==> config.mk <==
export PLATFORM = sky130hd
export DESIGN_NAME = ssd_message_scroller_flat
export DESIGN_NICKNAME = d
export VERILOG_FILES = /design/src/rtl/ssd_message_scroller_if.sv /design/src/rtl/ssd_message_scroller.sv /design/src/flat_wrapper.sv
export SDC_FILE = /design/constraint.sdc
export NUM_CORES = 1
export LEC_CHECK = 0
export BUFFER_PORTS_ARGS = -buffer_cell sky130_fd_sc_hd__buf_2
export CORE_MARGIN = 2
export CORE_UTILIZATION = 50
export DETAILED_ROUTE_END_ITERATION = 8
export GPL_TIMING_DRIVEN = 0
export MAX_ROUTING_LAYER = met4
export PLACE_DENSITY = 0.76
export SYNTH_ARGS = -nofsm -noshare
export SYNTH_HDL_FRONTEND = slang
export SYNTH_SLANG_ARGS = --single-unit
export TNS_END_PERCENT = 20
==> constraint.sdc <==
create_clock -name clk -period 6.65 [get_ports clk]
set_input_delay 0.665 -clock clk [delete_from_list [all_inputs] [get_ports clk]]
set_output_delay 0.665 -clock clk [all_outputs]
set_load 0.01 [all_outputs]
==> src/rtl/ssd_message_scroller_if.sv <==
// Character write channel between the upstream writer and ssd_message_scroller.
//   wr_valid : writer offers a character on wr_char
//   wr_char  : 5-bit character code
//   wr_ready : scroller can accept a character this cycle
// master = writer side, slave = scroller side.
interface ssd_message_scroller_if;
  logic       wr_valid;
  logic [4:0] wr_char;
  logic       wr_ready;

  modport master (output wr_valid, output wr_char, input wr_ready);
  modport slave  (input wr_valid, input wr_char, output wr_ready);
endinterface

==> src/rtl/ssd_message_scroller.sv <==
// Six-digit seven-segment message scroller.
// Holds up to 16 character codes; messages longer than six characters scroll left by one
// position every TICK_DIV clock cycles while en is high. Segment outputs are registered and
// active-low, bits 0..6 = segments a..g, display0 is the leftmost digit.
// Ports:
//   clk, rst_n          : clock, asynchronous active-low reset
//   clr                 : synchronous clear of the message (drops a same-cycle write)
//   en                  : scroll enable
//   wr                  : write channel (ssd_message_scroller_if.slave)
//   len_o               : current message length 0..16
//   display0..5_Output  : segment buses
// Optional feature: define SSD_SCROLL_GAP_EN to insert one blank position between the last
// and first character when the message wraps.
module ssd_message_scroller #(
  parameter int unsigned TICK_DIV = 25_000_000
) (
  input  logic                         clk,
  input  logic                         rst_n,
  input  logic                         clr,
  input  logic                         en,
  ssd_message_scroller_if.slave        wr,
  output logic [4:0]                   len_o,
  output logic [0:6]                   display0_Output,
  output logic [0:6]                   display1_Output,
  output logic [0:6]                   display2_Output,
  output logic [0:6]                   display3_Output,
  output logic [0:6]                   display4_Output,
  output logic [0:6]                   display5_Output
);

  localparam int unsigned PW = $clog2(TICK_DIV);
  localparam logic [PW-1:0] TermCnt = PW'(TICK_DIV - 1);
  localparam logic [0:6] Blank = 7'b1111111;

  logic [4:0]    buf_q [16];
  logic [4:0]    len_q, len_d;
  logic [4:0]    start_q, start_d;
  logic [PW-1:0] presc_q, presc_d;
  logic [0:6]    disp_q [6];
  logic [0:6]    disp_d [6];
  logic [4:0]    eff_len;
  logic          wr_fire;

  function automatic logic [0:6] seg_enc(input logic [4:0] code);
    logic [0:6] s;
    case (code)
      5'd0:    s = 7'b0000001;
      5'd1:    s = 7'b1001111;
      5'd2:    s = 7'b0010010;
      5'd3:    s = 7'b0000110;
      5'd4:    s = 7'b1001100;
      5'd5:    s = 7'b0100100;
      5'd6:    s = 7'b0100000;
      5'd7:    s = 7'b0001111;
      5'd8:    s = 7'b0000000;
      5'd9:    s = 7'b0000100;
      5'd10:   s = 7'b0001000;
      5'd11:   s = 7'b1100000;
      5'd12:   s = 7'b0110001;
      5'd13:   s = 7'b1000010;
      5'd14:   s = 7'b0110000;
      5'd15:   s = 7'b0111000;
      5'd16:   s = 7'b1001000;
      5'd17:   s = 7'b1110001;
      5'd18:   s = 7'b0011000;
      5'd19:   s = 7'b1111010;
      5'd20:   s = 7'b1000001;
      5'd21:   s = 7'b1101010;
      5'd22:   s = 7'b1100001;
      5'd23:   s = 7'b1000011;
      5'd24:   s = 7'b1000100;
      5'd25:   s = 7'b1111110;
      default: s = 7'b1111111;
    endcase
    return s;
  endfunction

`ifdef SSD_SCROLL_GAP_EN
  assign eff_len = len_q + 5'd1;
`else
  assign eff_len = len_q;
`endif

  assign wr.wr_ready = (len_q != 5'd16) && !clr;
  assign wr_fire     = wr.wr_valid && wr.wr_ready;
  assign len_o       = len_q;

  // Buffer contents past len are don't-care, so the storage needs no reset.
  always_ff @(posedge clk) begin
    if (wr_fire) begin
      buf_q[len_q[3:0]] <= wr.wr_char;
    end
  end

  always_comb begin
    len_d   = len_q;
    start_d = start_q;
    presc_d = presc_q;
    if (clr) begin
      len_d   = 5'd0;
      start_d = 5'd0;
      presc_d = '0;
    end else begin
      if (wr_fire) begin
        len_d = len_q + 5'd1;
      end
      if (len_q <= 5'd6) begin
        start_d = 5'd0;
        presc_d = '0;
      end else if (en) begin
        if (presc_q == TermCnt) begin
          presc_d = '0;
          start_d = (start_q + 5'd1 == eff_len) ? 5'd0 : start_q + 5'd1;
        end else begin
          presc_d = presc_q + 1'b1;
        end
      end
    end
  end

  // Window decode: start < L and i < 6, so one conditional subtraction wraps the index.
  always_comb begin
    logic [4:0] idx;
    for (int i = 0; i < 6; i++) begin
      idx = start_q + 5'(i);
      if (idx >= eff_len) begin
        idx = idx - eff_len;
      end
      if (len_q == 5'd0 || (len_q <= 5'd6 && 5'(i) >= len_q) || idx == len_q) begin
        disp_d[i] = Blank;
      end else begin
        disp_d[i] = seg_enc(buf_q[idx[3:0]]);
      end
    end
  end

  always_ff @(posedge clk or negedge rst_n) begin
    if (!rst_n) begin
      len_q   <= 5'd0;
      start_q <= 5'd0;
      presc_q <= '0;
      for (int i = 0; i < 6; i++) begin
        disp_q[i] <= Blank;
      end
    end else begin
      len_q   <= len_d;
      start_q <= start_d;
      presc_q <= presc_d;
      for (int i = 0; i < 6; i++) begin
        disp_q[i] <= disp_d[i];
      end
    end
  end

  assign display0_Output = disp_q[0];
  assign display1_Output = disp_q[1];
  assign display2_Output = disp_q[2];
  assign display3_Output = disp_q[3];
  assign display4_Output = disp_q[4];
  assign display5_Output = disp_q[5];

endmodule

==> src/flat_wrapper.sv <==
// flat-port wrapper written by rule: the top's interface ports become plain ports
module ssd_message_scroller_flat 
#(
  parameter int unsigned TICK_DIV = 25_000_000
)
  (clk, rst_n, clr, en, len_o, display0_Output, display1_Output, display2_Output, display3_Output, display4_Output, display5_Output, wr_wr_valid, wr_wr_char, wr_wr_ready);
  ssd_message_scroller_if wr_i ();
  input  logic clk;
  input  logic rst_n;
  input  logic clr;
  input  logic en;
  output logic [4:0] len_o;
  output logic [0:6] display0_Output;
  output logic [0:6] display1_Output;
  output logic [0:6] display2_Output;
  output logic [0:6] display3_Output;
  output logic [0:6] display4_Output;
  output logic [0:6] display5_Output;
  input wire logic [$bits(wr_i.wr_valid)-1:0] wr_wr_valid;
  input wire logic [$bits(wr_i.wr_char)-1:0] wr_wr_char;
  output wire logic [$bits(wr_i.wr_ready)-1:0] wr_wr_ready;
  assign wr_i.wr_valid = wr_wr_valid;
  assign wr_i.wr_char = wr_wr_char;
  assign wr_wr_ready = wr_i.wr_ready;
  ssd_message_scroller #(.TICK_DIV(TICK_DIV)) u_core (.clk(clk), .rst_n(rst_n), .clr(clr), .en(en), .wr(wr_i), .len_o(len_o), .display0_Output(display0_Output), .display1_Output(display1_Output), .display2_Output(display2_Output), .display3_Output(display3_Output), .display4_Output(display4_Output), .display5_Output(display5_Output));
endmodule
==> metrics.md, run 1 <==
| Metric | Value |
|---|---|
| Area growth from synthesis to layout | `9.548%` |
| IO Count | `58` |
| Setup crit start kind | `flop` |
| Slew of the pin with the lowest slew margin | `1346 ps` |
| Final Core Density | `55.20%` |
| Vias | `14,500` |
| Placed cell count | `2,104` |
| Setup CP Type | `flop to flop` |
| Setup bufs post-CTS | `0` |
| Cell accounting for the most synthesized area | `edfxtp_1` |
| Fill cell count | `2,660` |
| Leak pwr | `6.801 nW` |
| Max rail drop VDD | `0.1915 mV` |
| Cells after synthesis | `1,650` |
| End point of the critical path | `u_core.display4_Output[1]$_DFF_PN1_` |
| Core Region | `30,350 sq um` |
| Final net count | `1,819` |
| Drt first pass iters | `7` |
| Clock Tree Buf Depth | `2` |
| Most common cell after layout, fill and taps aside | `mux2i_1` |
| Reg-to-reg startpoint | `u_core.len_o[1]$_DFFE_PN0P_` |
| Number of flops mapped to enable cells by yosys | `80` |
| Final setup margin | `320.9 ps` |
| Critical path arrival | `6720 ps` |
| Die area | `32,000 sq um` |
| Min cycle time layout | `6329 ps` |
| Power Density | `239.1 nW/um^2` |
| FMAX | `158.0 MHz` |
| First-pass GRT wire length | `74.63 mm` |
| Clock transition at path regs | `80 ps` |
| Non-filler cells in the finished layout | `2,136` |
| Final instance area | `16,750 sq um` |
| Largest net degree at the start of global routing | `60` |
| Share of post-route cells with drive strength above 1 | `17.53%` |
| Total gr overflow | `0` |
| Worst r2r dst | `u_core.display4_Output[1]$_DFF_PN1_` |
| Setup_tns | `0 ps` |
| Critical path capture point type | `flop` |
| # DRC | `0` |
| Tot GR Track Use | `31.22%` |
| Slew Limit Fails | `0` |
| Asr flop ratio synth | `49.04%` |
| Worst hold path class | `input pin to asynchronous set/reset pin` |
| Outcome | `finished, final reports clean` |
| R2R setup slack | `320 ps` |
| Worst Path Max Fanout | `12` |
| Detail Route Antenna Nets | `0` |
| Syn. warnings | `0` |
| PortBufs | `57` |
| CTS sink cnt | `157` |
| Period utilisation layout | `95.18%` |
| Unrepaired setup endpoints after global routing | `false` |
| Total CTS buffers | `17` |
| Relative slew slack | `10.25%` |
| Post-synth top area share | `15.71%` |
| Post-Syn Area per Cell | `9.268 sq um` |
| WP data required | `7040 ps` |
| Critical path launch point | `u_core.len_o[1]$_DFFE_PN0P_` |
| Hold Fails Final Rpt | `0` |
| Detailed Route WL | `48.62 mm` |
| Gpl congestion | `1.029` |
| CTS HTree Levels | `4` |
| CTS tree | `built` |
| Dpl hpwl | `37.18 mm` |
| #FFs+latches synth | `157` |
| Die height | `178.9 um` |
| Max cap viols | `0` |
| DR iter-0 viols | `1,792` |
| Clock Latency Late Sink | `460 ps` |
| Net count after synthesis | `1,742` |
| Synth top area cells | `edfxtp_1 16%, mux2i_1 11%, dfstp_2 7.2%, ha_1 6.4%, dfrtp_1 5.7%` |
| Yosys cell types | `106` |
| Worst R2R Path Depth | `19` |
| Syn Std Cell Area | `15,290 sq um` |
| Die Width | `178.9 um` |
| Initial core utilization | `50.39%` |
| Area taken by multi-input logic gates | `10,170 sq um` |
| Initial antenna violation count | `0` |
| # hold bufs at CTS | `0` |
| Main synth FF type | `edfxtp_1` |
| FF+latch area | `4382 sq um` |
| Register area share after synthesis | `28.65%` |
| Clk_skew | `19.41 ps` |
| Routed len/inst | `22.76 um` |
| Setup Viol. Count Final | `0` |
| Vias in the first global route | `13,500` |
| Dpl ws | `473.4 ps` |
| Post-DP Area | `16,110 sq um` |
| Most frequent cells in the layout | `168 x mux2i_1, 128 x nand2_1, 112 x nor2_1` |
| Number of diodes | `0` |
| Root cell of the clock tree | `clkbuf_16` |
| Row cnt | `64` |
| Vias per cell | `6.787` |
## cells by family (layout without fill, tap and decap cells)
family	count (synthesis)	after routing	share of synthesized area [%]
AO/OA/AOI/OAI	472	472	22.26
AND/OR/NAND/NOR	471	471	14.97
multiplexers	237	237	18.61
buffers and inverters	167	257	4.942
flip-flops	157	157	28.65
adder cells (fa/ha/maj)	82	82	6.906
XOR/XNOR	64	64	3.665
## power breakdown
part | internal, mW | leakage [nW] | switching, mW
clock network | 0.607 | 0.304 | 0.472
registers | 1.06 | 1.65 | 0.0167
logic | 0.725 | 4.85 | 1.13
total | 2.39 | 6.80 | 1.62
## metrics by stage
stage,total power [mW],hold WS [ps]
6_report,4.005,340.3
3_3_place_gp,2.838,469.6
5_1_grt,4.203,372.7
3_5_place_dp,2.886,470.1
2_1_floorplan,2.475,369.4
4_1_cts,3.968,353.0
## routing by layer
metal	global-route usage (%)	up-vias	routed length [um]
met3	6.807	136	5774
met2	46.55	1021	21410
met5	-	-	0
met1	41.11	6915	19400
li1	-	6425	-
met4	12.97	0	2038
## timing repair
item,in CTS,in global routing
resized for setup,0,2
endpoints found under the hold margin,0,0
endpoints found under the setup margin,0,1
## cell usage after synthesis, types with 14 or more instances
cell type and instances:
o21ai_0 63, buf_2 37, xor2_1 23, ha_1 78, a21oi_1 103, a22oi_1 15, inv_1 71, a21o_1 15
a2111oi_0 23, nand2_1 128, mux4_2 32, clkbuf_1 26, xnor2_1 41, o211ai_1 19, nor2_1 112, and2_1 27
dfstp_2 42, buf_4 18, mux2_2 27, and3_1 24, a21boi_0 14, dfrtp_1 35, edfxtp_1 80, a211oi_1 26
o21ai_1 19, nor3_1 39, nand3_1 55, mux2i_1 169
## worst min path at each step
stage | start | end | cells past startpoint
2_1_floorplan | rst_n | u_core.len_o[0]$_DFFE_PN0P_ | 0
3_3_place_gp | u_core.presc_q[19]$_DFFE_PN0P_ | u_core.presc_q[19]$_DFFE_PN0P_ | 1
3_5_place_dp | u_core.presc_q[19]$_DFFE_PN0P_ | u_core.presc_q[19]$_DFFE_PN0P_ | 1
4_1_cts | rst_n | u_core.display1_Output[2]$_DFF_PN1_ | 1
5_1_grt | rst_n | u_core.display1_Output[2]$_DFF_PN1_ | 1
6_report | rst_n | u_core.display1_Output[2]$_DFF_PN1_ | 1
## flip-flops by register name, indices dropped and copies added, names as in the netlist
register                flops
u_core.buf_q               80
u_core.presc_q             25
u_core.display0_Output      7
u_core.display1_Output      7
u_core.display2_Output      7
u_core.display3_Output      7
u_core.display4_Output      7
u_core.display5_Output      7
u_core.len_o                5
u_core.start_q              5
## area by class of cell
type,instances,share of cell area [%]
Sequential cell,157,26.16
Multi-Input combinational cell,1326,60.74
Timing Repair Buffer,58,1.882
Inverter,78,1.748
Buffer,89,2.763
Clock buffer,18,2.562
Tap cell,396,2.958
Clock inverter,14,1.195
## critical path, cell delays in order, from the launching register on
cell      delay (ps)
dfrtp_1          620
clkbuf_1         610
inv_1            540
ha_1             470
buf_4            190
nor2_1            70
o31ai_1          330
a21oi_1          190
nor2_1           470
buf_2            410
mux4_2           560
a22oi_1          220
nand3_1          310
inv_1            200
ha_1             240
inv_1             70
nor2_1            40
a311oi_1         280
a211oi_1          90
a311o_1          350
Power figures use the tool's default switching activity.
==> inputs of run 2 (changes only) <==
- CTS_BUF_LIST: default -> sky130_fd_sc_hd__clkbuf_8
==> run 2 against run 1 <==
Maximum frequency is 0.36% higher. Flip-flop and latch count stayed put. Die area stayed put. Critical path depth stayed put. Utilization is 0.63 points lower. Clock power is 23% lower. Sequential power hardly changed. Non-clock buffer count stayed put. Worst setup slack better by 23 ps. Sequential share of layout area is 0.30 points higher. First-iteration DRC count is 7.3% higher. Final area is 1.1% lower. Largest cell class unchanged. Largest power group unchanged. Highest routed layer unchanged.
==> metrics.md, run 2 (synthesized netlist as in run 1, its figures left out) <==
| Metric | Value |
|---|---|
| Slew of the pin with the lowest slew margin | `1410 ps (+63.35 ps)` |
| Setup_tns | `0 ps (unchanged)` |
| Number of diodes | `0 (unchanged)` |
| Tot GR Track Use | `30.93% (-0.29 points)` |
| Critical path arrival | `6750 ps (+30 ps)` |
| Min cycle time layout | `6306 ps (-22.83 ps)` |
| Fill cell count | `2,686 (+0.98%)` |
| Leak pwr | `6.718 nW (-1.2%)` |
| Setup Viol. Count Final | `0 (unchanged)` |
| Max cap viols | `0 (unchanged)` |
| Worst R2R Path Depth | `19 (unchanged)` |
| R2R setup slack | `340 ps (+20 ps)` |
| CTS tree | `built` |
| Slew Limit Fails | `0 (unchanged)` |
| Root cell of the clock tree | `clkbuf_8` |
| Period utilisation layout | `94.83% (-0.34 points)` |
| Most frequent cells in the layout | `168 x mux2i_1, 128 x nand2_1, 112 x nor2_1` |
| FMAX | `158.6 MHz (+0.36%)` |
| Power Density | `226.1 nW/um^2 (-5.4%)` |
| Total gr overflow | `0 (unchanged)` |
| Clock Latency Late Sink | `510 ps (+50 ps)` |
| First-pass GRT wire length | `74.10 mm (-0.71%)` |
| Detailed Route WL | `48.21 mm (-0.85%)` |
| Setup crit start kind | `flop` |
| # DRC | `0 (unchanged)` |
| Most common cell after layout, fill and taps aside | `mux2i_1` |
| Met3 Use GR | `6.319% (-0.49 points)` |
| Initial antenna violation count | `0 (unchanged)` |
| Die area | `32,000 sq um (unchanged)` |
| Detail Route Antenna Nets | `0 (unchanged)` |
| Most Crowded Layer GR | `met2` |
| Fin Hold WS | `299.9 ps (-40.45 ps)` |
| Final net count | `1,819 (unchanged)` |
| CTS sink cnt | `157 (unchanged)` |
| CTS HTree Levels | `4 (unchanged)` |
| Dpl hpwl | `37.18 mm (unchanged)` |
| Routed len/inst | `22.57 um (-0.85%)` |
| Largest net degree at the start of global routing | `60 (unchanged)` |
| Critical path capture point type | `flop` |
| Share of post-route cells with drive strength above 1 | `17.53% (unchanged)` |
| WP data required | `7090 ps (+50 ps)` |
| Total CTS buffers | `17 (unchanged)` |
| Die height | `178.9 um (unchanged)` |
| IO Count | `58 (unchanged)` |
| Vias in the first global route | `13,450 (-0.32%)` |
| Gpl congestion | `1.029 (unchanged)` |
| Final Core Density | `54.57% (-0.63 points)` |
| Unrepaired setup endpoints after global routing | `false` |
| Worst r2r dst | `u_core.display4_Output[1]$_DFF_PN1_` |
| Relative slew slack | `5.222% (-5.0 points)` |
| Core Region | `30,350 sq um (unchanged)` |
| # hold bufs at CTS | `0 (unchanged)` |
| Setup CP Type | `flop to flop` |
| Clock Tree Buf Depth | `2 (unchanged)` |
| Row cnt | `64 (unchanged)` |
| Worst hold path class | `input pin to asynchronous set/reset pin` |
| Vias | `14,350 (-0.99%)` |
| Die Width | `178.9 um (unchanged)` |
| Hold Fails Final Rpt | `0 (unchanged)` |
| GR Util met1 | `40.74% (-0.37 points)` |
| Clock transition at path regs | `110 ps (+30 ps)` |
| Worst Path Max Fanout | `12 (unchanged)` |
| Met2 GRT Util | `46.17% (-0.38 points)` |
| Outcome | `finished, final reports clean` |
| PortBufs | `57 (unchanged)` |
| Drt first pass iters | `8 (+1)` |
| Max rail drop VDD | `0.1406 mV (-27%)` |
| Largest register FFs | `80 (unchanged)` |
| Clk_skew | `29.54 ps (+10.14 ps)` |
| Initial core utilization | `50.39% (unchanged)` |
| Area growth from synthesis to layout | `8.297%` |
| Reg-to-reg startpoint | `u_core.len_o[1]$_DFFE_PN0P_` |
| DR iter-0 viols | `1,922 (+7.3%)` |
| Vias per cell | `6.720 (-0.99%)` |
| Total power | `3.745 mW (-6.5%)` |
## run 2: final cells by class
type | instances | area [sq um] | share of cell area [%]
buffer | 89 | 462.9 | 2.795
inverter | 78 | 292.8 | 1.768
tap | 396 | 495.5 | 2.992
clock inverter | 15 | 203.9 | 1.231
timing repair buffer | 58 | 315.3 | 1.904
sequential | 157 | 4382 | 26.46
multi-input combinational | 1326 | 10170 | 61.44
clock buffer | 17 | 234.0 | 1.413
## run 2: worst max path at each step
stage,startpoint,slack [ps],to
after global placement,u_core.len_o[1]$_DFFE_PN0P_,560,u_core.display4_Output[1]$_DFF_PN1_
after global routing,u_core.len_o[1]$_DFFE_PN0P_,100,u_core.display4_Output[1]$_DFF_PN1_
after floorplan,u_core.len_o[1]$_DFFE_PN0P_,1780,u_core.display0_Output[3]$_DFF_PN1_
final,u_core.len_o[1]$_DFFE_PN0P_,340,u_core.display4_Output[1]$_DFF_PN1_
after detailed placement,u_core.len_o[1]$_DFFE_PN0P_,470,u_core.display4_Output[1]$_DFF_PN1_
after CTS,u_core.len_o[1]$_DFFE_PN0P_,420,u_core.display4_Output[1]$_DFF_PN1_
## run 2: metrics by stage
| step | setup slack, ps | instances | cell area (sq um) |
|---|---|---|---|
| finish | 343.7 | 2136 | 16560 |
| detailed placement | 473.4 | 2104 | 16110 |
| CTS | 416.9 | 2136 | 16550 |
| global placement | 563.1 | 2103 | 16070 |
| floorplan | 1775 | 1650 | 15290 |
| global route | 101.3 | 2136 | 16560 |
## run 2: power by group
group          switching, mW  total [mW]  internal, mW  leakage, nW
clock network          0.442       0.827         0.385        0.221
logic                   1.12        1.85         0.725         4.85
registers             0.0169        1.07          1.06         1.65
## run 2: worst max-delay path, stage by stage, from the launching register on
cell	delay (ps)
dfrtp_1	650
clkbuf_1	600
inv_1	540
ha_1	470
buf_4	190
nor2_1	70
o31ai_1	320
a21oi_1	200
nor2_1	470
buf_2	410
mux4_2	560
a22oi_1	200
nand3_1	300
inv_1	200
ha_1	240
inv_1	70
nor2_1	40
a311oi_1	280
a211oi_1	90
a311o_1	340
## run 2: metal layers
layer	wire length, um	up-vias
li1	-	6432
met1	19610	6873
met2	21300	905
met3	5364	143
met4	1929	0
met5	0	-
## run 2: repair_timing
item	in CTS	in global routing
buffers inserted	0	0
endpoints found under the setup margin	0	1
gates resized for setup	0	2
endpoints found under the hold margin	0	0
==> inputs of run 3 (changes only) <==
- PLACE_DENSITY: 0.76 -> 0.72
==> run 3 against run 2 <==
Clock skew up 1.3 ps. Routed wire length up 0.71%. Critical path type unchanged. Largest cell class unchanged. Largest power group unchanged. Global-route usage up 0.54 points. Critical endpoint unchanged. First-iteration DRC count down 15%. Power down 1.5%. Final area down 0.20%. Sequential power about the same. Sequential share of layout area up 0.052 points. Critical path depth down 2. Count of clock-buffer cells in the layout unchanged. Via count down 2.4%.
==> metrics.md, run 3 (synthesized netlist as in run 1, its figures left out) <==
| Metric | Value |
|---|---|
| Outcome | `finished, final reports clean` |
| Largest net degree at the start of global routing | `50 (-17%)` |
| WP data required | `7090 ps (about the same)` |
| Setup_tns | `0 ps (unchanged)` |
| # DRC | `0 (unchanged)` |
| Power Density | `223.1 nW/um^2 (-1.4%)` |
| Total power | `3.687 mW (-1.5%)` |
| Core Region | `30,350 sq um (unchanged)` |
| Worst hold path class | `input pin to asynchronous set/reset pin` |
| Max cap viols | `0 (unchanged)` |
| Dpl hpwl | `37.71 mm (+1.4%)` |
| Detailed Route WL | `48.55 mm (+0.71%)` |
| Reg-to-reg startpoint | `u_core.len_o[1]$_DFFE_PN0P_` |
| Period utilisation layout | `91.60% (-3.2 points)` |
| Die height | `178.9 um (unchanged)` |
| Worst r2r dst | `u_core.display4_Output[1]$_DFF_PN1_` |
| R2R setup slack | `560 ps (+210 ps)` |
| Row cnt | `64 (unchanged)` |
| First-pass GRT wire length | `75.25 mm (+1.6%)` |
| Die area | `32,000 sq um (unchanged)` |
| Detail Route Antenna Nets | `0 (unchanged)` |
| FMAX | `164.2 MHz (+3.5%)` |
| Setup bufs post-CTS | `0 (unchanged)` |
| Vias in the first global route | `13,310 (-1.1%)` |
| Gpl congestion | `0.9860 (-4.2%)` |
| Critical path capture point type | `flop` |
| Crit path cell chain | `clkbuf_2 > inv_1 > ha_1 > buf_4 > o21ba_2 > o211a_1 > o31ai_2 > clkbuf_1 > nor3_1 > a211oi_2 > inv_1 > ha_1 > inv_1 > nor2_1 > a311oi_1 > a211oi_1 > a311o_1` |
| Area growth from synthesis to layout | `8.084%` |
| Reg power frac | `29.1% (+0.5 points)` |
| Tot GR Track Use | `31.46% (+0.54 points)` |
| Relative slew slack | `14.02% (+8.8 points)` |
| Vias | `14,010 (-2.4%)` |
| Setup crit start kind | `flop` |
| # hold bufs at CTS | `0 (unchanged)` |
| Clock power share | `20.9% (-1.2 points)` |
| Number of diodes | `0 (unchanged)` |
| Unrepaired setup endpoints after global routing | `false` |
| Clk_skew | `30.82 ps (+1.278 ps)` |
| IO Count | `58 (unchanged)` |
| Slew Limit Fails | `0 (unchanged)` |
| Clock Tree Buf Depth | `2 (unchanged)` |
| Max rail drop VDD | `0.1656 mV (+18%)` |
| Leak pwr | `6.710 nW (-0.11%)` |
| Total gr overflow | `0 (unchanged)` |
| Fin Hold WS | `336.5 ps (+36.65 ps)` |
| Most frequent cells in the layout | `168 x mux2i_1, 128 x nand2_1, 112 x nor2_1` |
| Min cycle time layout | `6092 ps (-214.7 ps)` |
| Vias per cell | `6.556 (-2.4%)` |
| Largest register FFs | `80 (unchanged)` |
| Initial core utilization | `50.39% (unchanged)` |
| Setup CP Type | `flop to flop` |
| Clock transition at path regs | `120 ps (about the same)` |
| Routed len/inst | `22.72 um (+0.66%)` |
| Hold Fails Final Rpt | `0 (unchanged)` |
| Final net count | `1,820 (+0.055%)` |
| Most common cell after layout, fill and taps aside | `mux2i_1` |
| Sw Pwr | `1.560 mW (-1.2%)` |
| Slew of the pin with the lowest slew margin | `1290 ps (-119.9 ps)` |
| PortBufs | `57 (unchanged)` |
| CTS sink cnt | `157 (unchanged)` |
| Dpl ws | `312.1 ps (-161.3 ps)` |
| Total CTS buffers | `17 (unchanged)` |
| Initial antenna violation count | `0 (unchanged)` |
| Max stage delay on crit path | `740 ps (+90 ps)` |
| Worst R2R Path Depth | `17 (-2)` |
| CP Buf/Inv Count | `6 (unchanged)` |
| Drt first pass iters | `6 (-2)` |
| Setup Viol. Count Final | `0 (unchanged)` |
| Clock Latency Late Sink | `510 ps (about the same)` |
| Levels on crit path | `17 (-2)` |
| CTS tree | `built` |
| Cell Int Power | `2.127 mW (-1.8%)` |
| Delay-heaviest family, CP | `compound AO/OA/AOI/OAI gates` |
| Share of post-route cells with drive strength above 1 | `17.69% (+0.16 points)` |
| Critical path arrival | `6530 ps (-220 ps)` |
| Die Width | `178.9 um (unchanged)` |
| Root cell of the clock tree | `clkbuf_8` |
| Logic gate share of total power | `50.0% (+0.7 points)` |
| Final setup margin | `558.4 ps (+214.7 ps)` |
| Sw Ratio | `42.32% (+0.14 points)` |
| CTS HTree Levels | `4 (unchanged)` |
| CP max-delay cell | `o31ai_2` |
| Worst Path Max Fanout | `12 (unchanged)` |
| DR iter-0 viols | `1,643 (-15%)` |
| Most used cell, CP | `inv_1` |
## run 3: final cells by class
cell class | count | area, sq um
Fill cell | 2769 | 13820
Clock buffer | 17 | 234.0
Tap cell | 396 | 495.5
Multi-Input combinational cell | 1326 | 10170
Sequential cell | 157 | 4382
Buffer | 89 | 464.2
Timing Repair Buffer | 59 | 322.8
Inverter | 78 | 292.8
Clock inverter | 15 | 171.4
## run 3: worst max-delay path by stage
stage / startpoint / end / slack (ps)
floorplan: u_core.len_o[1]$_DFFE_PN0P_ / u_core.display0_Output[3]$_DFF_PN1_ / 1780
global placement: u_core.len_o[1]$_DFFE_PN0P_ / u_core.display4_Output[1]$_DFF_PN1_ / 370
detailed placement: u_core.len_o[1]$_DFFE_PN0P_ / u_core.display4_Output[1]$_DFF_PN1_ / 310
CTS: u_core.len_o[1]$_DFFE_PN0P_ / u_core.display4_Output[1]$_DFF_PN1_ / 260
global route: u_core.len_o[1]$_DFFE_PN0P_ / u_core.display4_Output[1]$_DFF_PN1_ / 350
finish: u_core.len_o[1]$_DFFE_PN0P_ / u_core.display4_Output[1]$_DFF_PN1_ / 560
## run 3: power groups by stage
stage	clock, mW	sequential (mW)	combinational [mW]
2_1_floorplan	0	1.10	1.38
3_3_place_gp	0	1.09	1.76
3_5_place_dp	0	1.09	1.80
4_1_cts	0.785	1.07	1.81
5_1_grt	0.829	1.08	2.00
6_report	0.772	1.07	1.84
## run 3: stage by stage
| step | utilization, % | cells | area (sq um) |
|---|---|---|---|
| finish | 54.46 | 2137 | 16530 |
| detailed placement | 53.11 | 2105 | 16120 |
| global route | 54.46 | 2137 | 16530 |
| floorplan | - | 1650 | 15290 |
| global placement | 52.96 | 2103 | 16070 |
| CTS | 54.44 | 2137 | 16520 |
## run 3: repair_timing
action / CTS / global route
hold endpoints to repair: 0 / 0
gates resized for setup: 0 / 3
endpoints found under the setup margin: 0 / 1
## run 3: routing by layer
metal | routed length, um | global-route usage (%)
met5 | 0 | -
met1 | 20430 | 41.62
met4 | 1800 | 13.04
met2 | 21920 | 47.93
met3 | 4403 | 5.216
